`src/rtl/pwm_duty_meter_pkg.sv`:
```
// Shared definitions for the PWM duty meter: default sizing, the measurement
// FSM state type and a helper that builds the LED pattern for a stuck line.
package pwm_duty_meter_pkg;

  localparam int unsigned DEF_CNT_W       = 16;
  localparam int unsigned DEF_TIMEOUT_CYC = 4096;

  typedef enum logic [1:0] {
    ST_IDLE      = 2'd0,  // waiting for a reference rising edge
    ST_MEAS_HIGH = 2'd1,  // line high, timing the high phase
    ST_MEAS_LOW  = 2'd2   // line low, waiting for the rise that closes the period
  } meas_state_e;

  // A stuck line shows as all LEDs on (stuck high) or all off (stuck low).
  function automatic logic [7:0] led_fill(input logic level);
    return level ? 8'hFF : 8'h00;
  endfunction

endpackage

```
`src/rtl/pwm_duty_meter_sync_edge_detect.sv`:
```
// sync_edge_detect: brings an asynchronous line into the clk domain through a
// two-flop synchronizer and produces single-cycle rise/fall pulses by comparing
// the synchronized level with its previous value. No glitch filtering.
// Ports:
//   clk      in  system clock
//   rst_n    in  synchronous active-low reset (clears all flops to 0)
//   async_i  in  asynchronous input line
//   level_o  out synchronized level
//   rise_o   out 1-cycle pulse on a synchronized 0->1 transition
//   fall_o   out 1-cycle pulse on a synchronized 1->0 transition
module sync_edge_detect (
  input  logic clk,
  input  logic rst_n,
  input  logic async_i,
  output logic level_o,
  output logic rise_o,
  output logic fall_o
);

  logic meta_q;
  logic sync_q;
  logic prev_q;

  always_ff @(posedge clk) begin
    if (!rst_n) begin
      meta_q <= 1'b0;
      sync_q <= 1'b0;
      prev_q <= 1'b0;
    end else begin
      meta_q <= async_i;
      sync_q <= meta_q;
      prev_q <= sync_q;
    end
  end

  assign level_o = sync_q;
  assign rise_o  = sync_q & ~prev_q;
  assign fall_o  = ~sync_q & prev_q;

endmodule

```
`src/rtl/pwm_duty_meter.sv`:
```
// pwm_duty_meter: measures high time and rise-to-rise period of an external
// PWM line in clk cycles, publishes each complete period with a 1-cycle strobe,
// flags a line with no edges for TIMEOUT_CYC cycles as stuck, and drives an
// 8-LED duty thermometer.
// Ports:
//   clk          in  system clock
//   rst_n        in  synchronous active-low reset
//   pwm_in       in  asynchronous PWM input
//   high_cnt     out high time of the last complete period (cycles)
//   period_cnt   out rise-to-rise length of the last complete period (cycles)
//   meas_valid   out 1-cycle pulse when high_cnt/period_cnt update
//   stuck        out no edge seen for TIMEOUT_CYC cycles
//   stuck_level  out synchronized line level captured when stuck asserted
//   led          out duty thermometer, led[i] lit when duty > i/8
module pwm_duty_meter
  import pwm_duty_meter_pkg::*;
#(
  parameter int unsigned CNT_W       = DEF_CNT_W,
  parameter int unsigned TIMEOUT_CYC = DEF_TIMEOUT_CYC
) (
  input  logic             clk,
  input  logic             rst_n,
  input  logic             pwm_in,
  output logic [CNT_W-1:0] high_cnt,
  output logic [CNT_W-1:0] period_cnt,
  output logic             meas_valid,
  output logic             stuck,
  output logic             stuck_level,
  output logic [7:0]       led
);

  localparam int unsigned      EW        = CNT_W + 3;
  localparam logic [CNT_W-1:0] TIMEOUT_V = CNT_W'(TIMEOUT_CYC);

  logic sync_lvl;
  logic rise;
  logic fall;
  logic any_edge;

  sync_edge_detect u_sync (
    .clk     (clk),
    .rst_n   (rst_n),
    .async_i (pwm_in),
    .level_o (sync_lvl),
    .rise_o  (rise),
    .fall_o  (fall)
  );

  assign any_edge = rise | fall;

  meas_state_e      state_q;
  logic [CNT_W-1:0] cnt_q,  cnt_d;
  logic [CNT_W-1:0] high_latch_q;
  logic [CNT_W-1:0] high_q;
  logic [CNT_W-1:0] period_q, period_d;
  logic [CNT_W:0]   period_sum;
  logic             mv_q;
  logic             stuck_q;
  logic             stuck_prev_q;
  logic             stuck_lvl_q;
  logic [7:0]       led_q;
  logic [7:0]       thermo;

  // Cycles since the last edge; restarts at 1 on every edge and parks at the
  // timeout value so the stuck condition stays true while the line is idle.
  always_comb begin
    cnt_d = cnt_q;
    if (any_edge) begin
      cnt_d = CNT_W'(1);
    end else if (cnt_q != TIMEOUT_V) begin
      cnt_d = cnt_q + CNT_W'(1);
    end
  end

  // The counter restarts on the falling edge too, so the rise-to-rise period
  // is the latched high time plus the low time counted at the closing rise.
  // Saturate rather than wrap if the sum outgrows CNT_W.
  assign period_sum = {1'b0, high_latch_q} + {1'b0, cnt_q};
  assign period_d   = period_sum[CNT_W] ? '1 : period_sum[CNT_W-1:0];

  // led[i] lit when high/period > i/8, i.e. 8*high > i*period, in CNT_W+3 bits.
  always_comb begin
    thermo = '0;
    for (int unsigned i = 0; i < 8; i++) begin
      thermo[i] = ({high_q, 3'b000} > (EW'(i) * {3'b000, period_q}));
    end
  end

  always_ff @(posedge clk) begin
    if (!rst_n) begin
      state_q      <= ST_IDLE;
      cnt_q        <= '0;
      high_latch_q <= '0;
      high_q       <= '0;
      period_q     <= '0;
      mv_q         <= 1'b0;
      stuck_q      <= 1'b0;
      stuck_prev_q <= 1'b0;
      stuck_lvl_q  <= 1'b0;
      led_q        <= '0;
    end else begin
      cnt_q        <= cnt_d;
      mv_q         <= 1'b0;
      stuck_prev_q <= stuck_q;

      // An edge always takes priority over the timeout in the same cycle.
      if (any_edge) begin
        unique case (state_q)
          ST_IDLE: begin
            if (rise) state_q <= ST_MEAS_HIGH;
          end
          ST_MEAS_HIGH: begin
            // A rise here can only follow a missed fall; it just restarts
            // the reference, so the state is unchanged.
            if (fall) begin
              high_latch_q <= cnt_q;
              state_q      <= ST_MEAS_LOW;
            end
          end
          ST_MEAS_LOW: begin
            if (rise) begin
              high_q   <= high_latch_q;
              period_q <= period_d;
              mv_q     <= 1'b1;
              stuck_q  <= 1'b0;
              state_q  <= ST_MEAS_HIGH;
            end
          end
          default: state_q <= ST_IDLE;
        endcase
      end else if (cnt_q == TIMEOUT_V) begin
        stuck_q     <= 1'b1;
        stuck_lvl_q <= sync_lvl;
        state_q     <= ST_IDLE;
      end

      // LEDs follow a fresh measurement, or the onset of a stuck line.
      if (mv_q) begin
        led_q <= thermo;
      end else if (stuck_q && !stuck_prev_q) begin
        led_q <= led_fill(stuck_lvl_q);
      end
    end
  end

  assign high_cnt    = high_q;
  assign period_cnt  = period_q;
  assign meas_valid  = mv_q;
  assign stuck       = stuck_q;
  assign stuck_level = stuck_lvl_q;
  assign led         = led_q;

endmodule

```
`config.mk`:
```
export PLATFORM = sky130hd
export DESIGN_NAME = pwm_duty_meter
export DESIGN_NICKNAME = d
export VERILOG_FILES = /design/src/rtl/pwm_duty_meter_pkg.sv /design/src/rtl/pwm_duty_meter_sync_edge_detect.sv /design/src/rtl/pwm_duty_meter.sv
export SDC_FILE = /design/constraint.sdc
export NUM_CORES = 1
export LEC_CHECK = 0
export ABC_AREA = 1
export BUFFER_PORTS_ARGS = -buffer_cell sky130_fd_sc_hd__buf_2
export CORE_ASPECT_RATIO = 1.2
export CORE_MARGIN = 2
export CORE_UTILIZATION = 30
export DETAILED_ROUTE_END_ITERATION = 12
export PLACE_DENSITY = 0.42
export RECOVER_POWER = 50
export SLEW_MARGIN = 20
export SYNTH_ARGS = -nofsm -noshare
export SYNTH_HDL_FRONTEND = slang
export SYNTH_HIERARCHICAL = 1
export SYNTH_SLANG_ARGS = --single-unit
```
`constraint.sdc`:
```
create_clock -name clk -period 6.6 [get_ports clk]
set_clock_uncertainty 0.05 [all_clocks]
set_input_delay 0.33 -clock clk [delete_from_list [all_inputs] [get_ports clk]]
set_output_delay 0.33 -clock clk [all_outputs]
set_load 0.01 [all_outputs]
```
==> flow_summary.toml <==
[drt]
antenna_left = 0
num_vias = 9314
dr.pass1.iters = 9
drt-total-wl_um = 33700
drtIter0Drc = 435
drc_errors = 3
via_per_inst = 5.03
avgRoutedWirePerCell_um = 18.2

[worst_setup_path]
crit_slowest_cell = "dfxtp_1"
cpPeakStageDelay_ps = 750
timing.rr.start = "period_cnt[9]$_SDFFE_PN0P_"
startpoint_type = "flop"
worstSetupPathType = "flop to flop"
cp_cell_sequence = "fa_1, ha_1, a21oi_1, o21ai_0, a21oi_1, inv_1, nand2_1, nand2_1, xnor2_1, ha_1, nand2_1, inv_1, nand3_1, nor2_1, nand4_1, nand3_1, nand2_1, a21oi_1"
cp_max_fo = 10
critPathRequiredTime_ps = 6840
cpMostUsedCell = "nand2_1"
cp-startpoint = "period_cnt[9]$_SDFFE_PN0P_"
crit_family = "adder cells"
worst-path-buf-inv = 2
cp-end-kind = "flop"
regToRegSetupSlack_ps = 2590
crit_arrival_ps = 4240

[timing]
timing.final.max_slew_violations = 49
setup_viol = 0
hold_violations = 0
tns_ps = 0
period_share = 0.607
rsz0062_at_grt = "false"
fin_crit_ps = 4010
worst_pin_slew_ps = 2130
fmax_ghz = 0.249
relSlewSlack = -0.423

[layout]
antenna_cells = 0
finalCoreUtilization = 0.335
synthToLayoutAreaGrowth_pct = 9.86
final_cell_mix = "315 x nand2_1, 186 x ha_1, 165 x inv_1, 150 x a21oi_1, 130 x nor2_1"
finalNonFillerCells = 1853
final_common_cell = "nand2_1"
drive_above_1_share = 0.0448
fin_nets = 1655

[yosys]
synth_cell_types = 49
synth_top_area_share = 0.243
synth_top_family_by_area = "adder cells"
yosysTopAreaCell = "ha_1"
ys.warnings.count = 6
synth-compound-area-share = 0.164
synthSimpleGateAreaFrac = 0.271
ys_ff_latch = 81
syn-num-nets = 1614
synth_adder_area_share = 0.282
synth.mux.area_fraction = 0
synth_area_um2 = 9600
avgSynthCellArea_um2 = 6.83
synth_cells = 1406
ys_seq_area_frac = 0.169
synth.area.top_cells = "ha_1 24%, dfxtp_1 17%, nand2_1 12%"
synth_xor_area_frac = 0.0374

[pwr]
cellPowerDensity_nw_per_um2 = 107
p_leak_uw = 0.00541
peakVddDrop_mv = 0.120

[clocking]
cts_tree = "built"
post-cts-setup-buffer-count = 0
cts_root_buf = "clkbuf_16"
cts_buffers = 9
cts_resized = 0
htree_levels = 3
holdBufCountCts = 0
clock_path_buffers = 2
clk_latency_ps = 360
clock_sinks = 81
clk_pin_slew_ps = 70

[place]
dpl.hpwl_um = 27300
place.gp.congestion = 0.864
place_inst = 1837
io_buffer_count = 45

[floorplan]
initial_utilization = 0.305
io_pins = 46
die_h_um = 200
die_area_um2 = 33400
core_area_um2 = 31400
fp.dieW_um = 167
num_rows = 71

[global_route]
grt_pass1_wl_um = 52000
grt_max_degree = 49
grt_pass1_vias = 9390
grt_usage = 0.205
gr-total-overflow = 0
antenna_found_initial = 0

[flow_run]
drv_cap = 1

[status]
violations = "design-rule violations, max-capacitance violations, max-slew violations"
status = "finished, violations left"

[worst_hold_path]
worstHoldPathType = "input pin to flop"
hp-start = "pwm_in"
metrics by stage:
stage | instance area, um^2 | setup slack [ps] | total power (uW) | hold WS [ps]
floorplan | 9600 | 3300 | 534 | 340
global placement | 10300 | 2520 | 548 | 348
detailed placement | 10300 | 2550 | 548 | 348
CTS | 10600 | 2540 | 1150 | 105
global route | 10500 | 2280 | 1170 | 122
finish | 10500 | 2590 | 1130 | 116
kinds of logic after synthesis:
| logic type | Yosys count |
|---|---|
| AND/OR/NAND/NOR | 604 |
| buffers and inverters | 191 |
| XOR/XNOR | 41 |
| AO/OA/AOI/OAI | 284 |
| adder cells (fa/ha/maj) | 205 |
| flip-flops | 81 |
worst min-delay path, stage by stage:
cell and delay (ps):
buf_2 80, nand2_1 40, inv_1 40
path summary, 6_finish.rpt:
kind | to | cells past startpoint
worst max register to register | led[7]$_SDFFE_PN0P_ | 18
worst max-delay path | led[7]$_SDFFE_PN0P_ | 18
worst min register to register | u_sync/level_o$_SDFF_PN0_ | 2
worst min-delay path | u_sync/meta_q$_SDFF_PN0_ | 3
Yosys cell counts, drive strengths merged:
cell,n
fa,19
xnor2,24
o21bai,4
a31oi,9
buf,7
o21ai,83
o21a,6
nor2,137
inv,172
a21boi,2
nand4,22
o211ai,3
nor4,3
a21oi,160
xor2,17
nor3,18
clkbuf,10
or2,3
and3,1
dlygate4sd1,1
a211oi,1
a21o,11
o31ai,2
nor3b,4
ha,186
o221ai,1
nand2,329
a41oi,1
dfxtp,81
nand3b,4
and2,2
clkinv,1
nand3,81
o22ai,1
power breakdown:
part	total (uW)	internal [uW]	switching (uW)
registers	496	492	4.33
clock network	596	378	218
logic	39.8	12.1	27.6
total	1130	882	250
layer usage:
layer,vias up,global-route usage,share of wire
met2,126,0.403,0.54
li1,4814,-,-
met5,-,0,0
met4,0,0.0873,0.038
met1,4319,0.226,0.41
met3,55,0.0175,0.020
state kept, by name, indices dropped and copies added, names as in the netlist, 2 cells and up:
signal	flops
high_latch_q	16
state_q	2
cnt_q	16
led	8
period_cnt	16
high_cnt	16
cell type report:
cell class                 instances  area, um^2
tap                              401         502
multi-input combinational       1134        7240
sequential                        81        1620
fill                            3543       20900
inverter                         173         649
timing repair buffer              48         188
clock inverter                     6         105
clock buffer                      10         239
No activity file was read; power rests on OpenSTA's default activity.
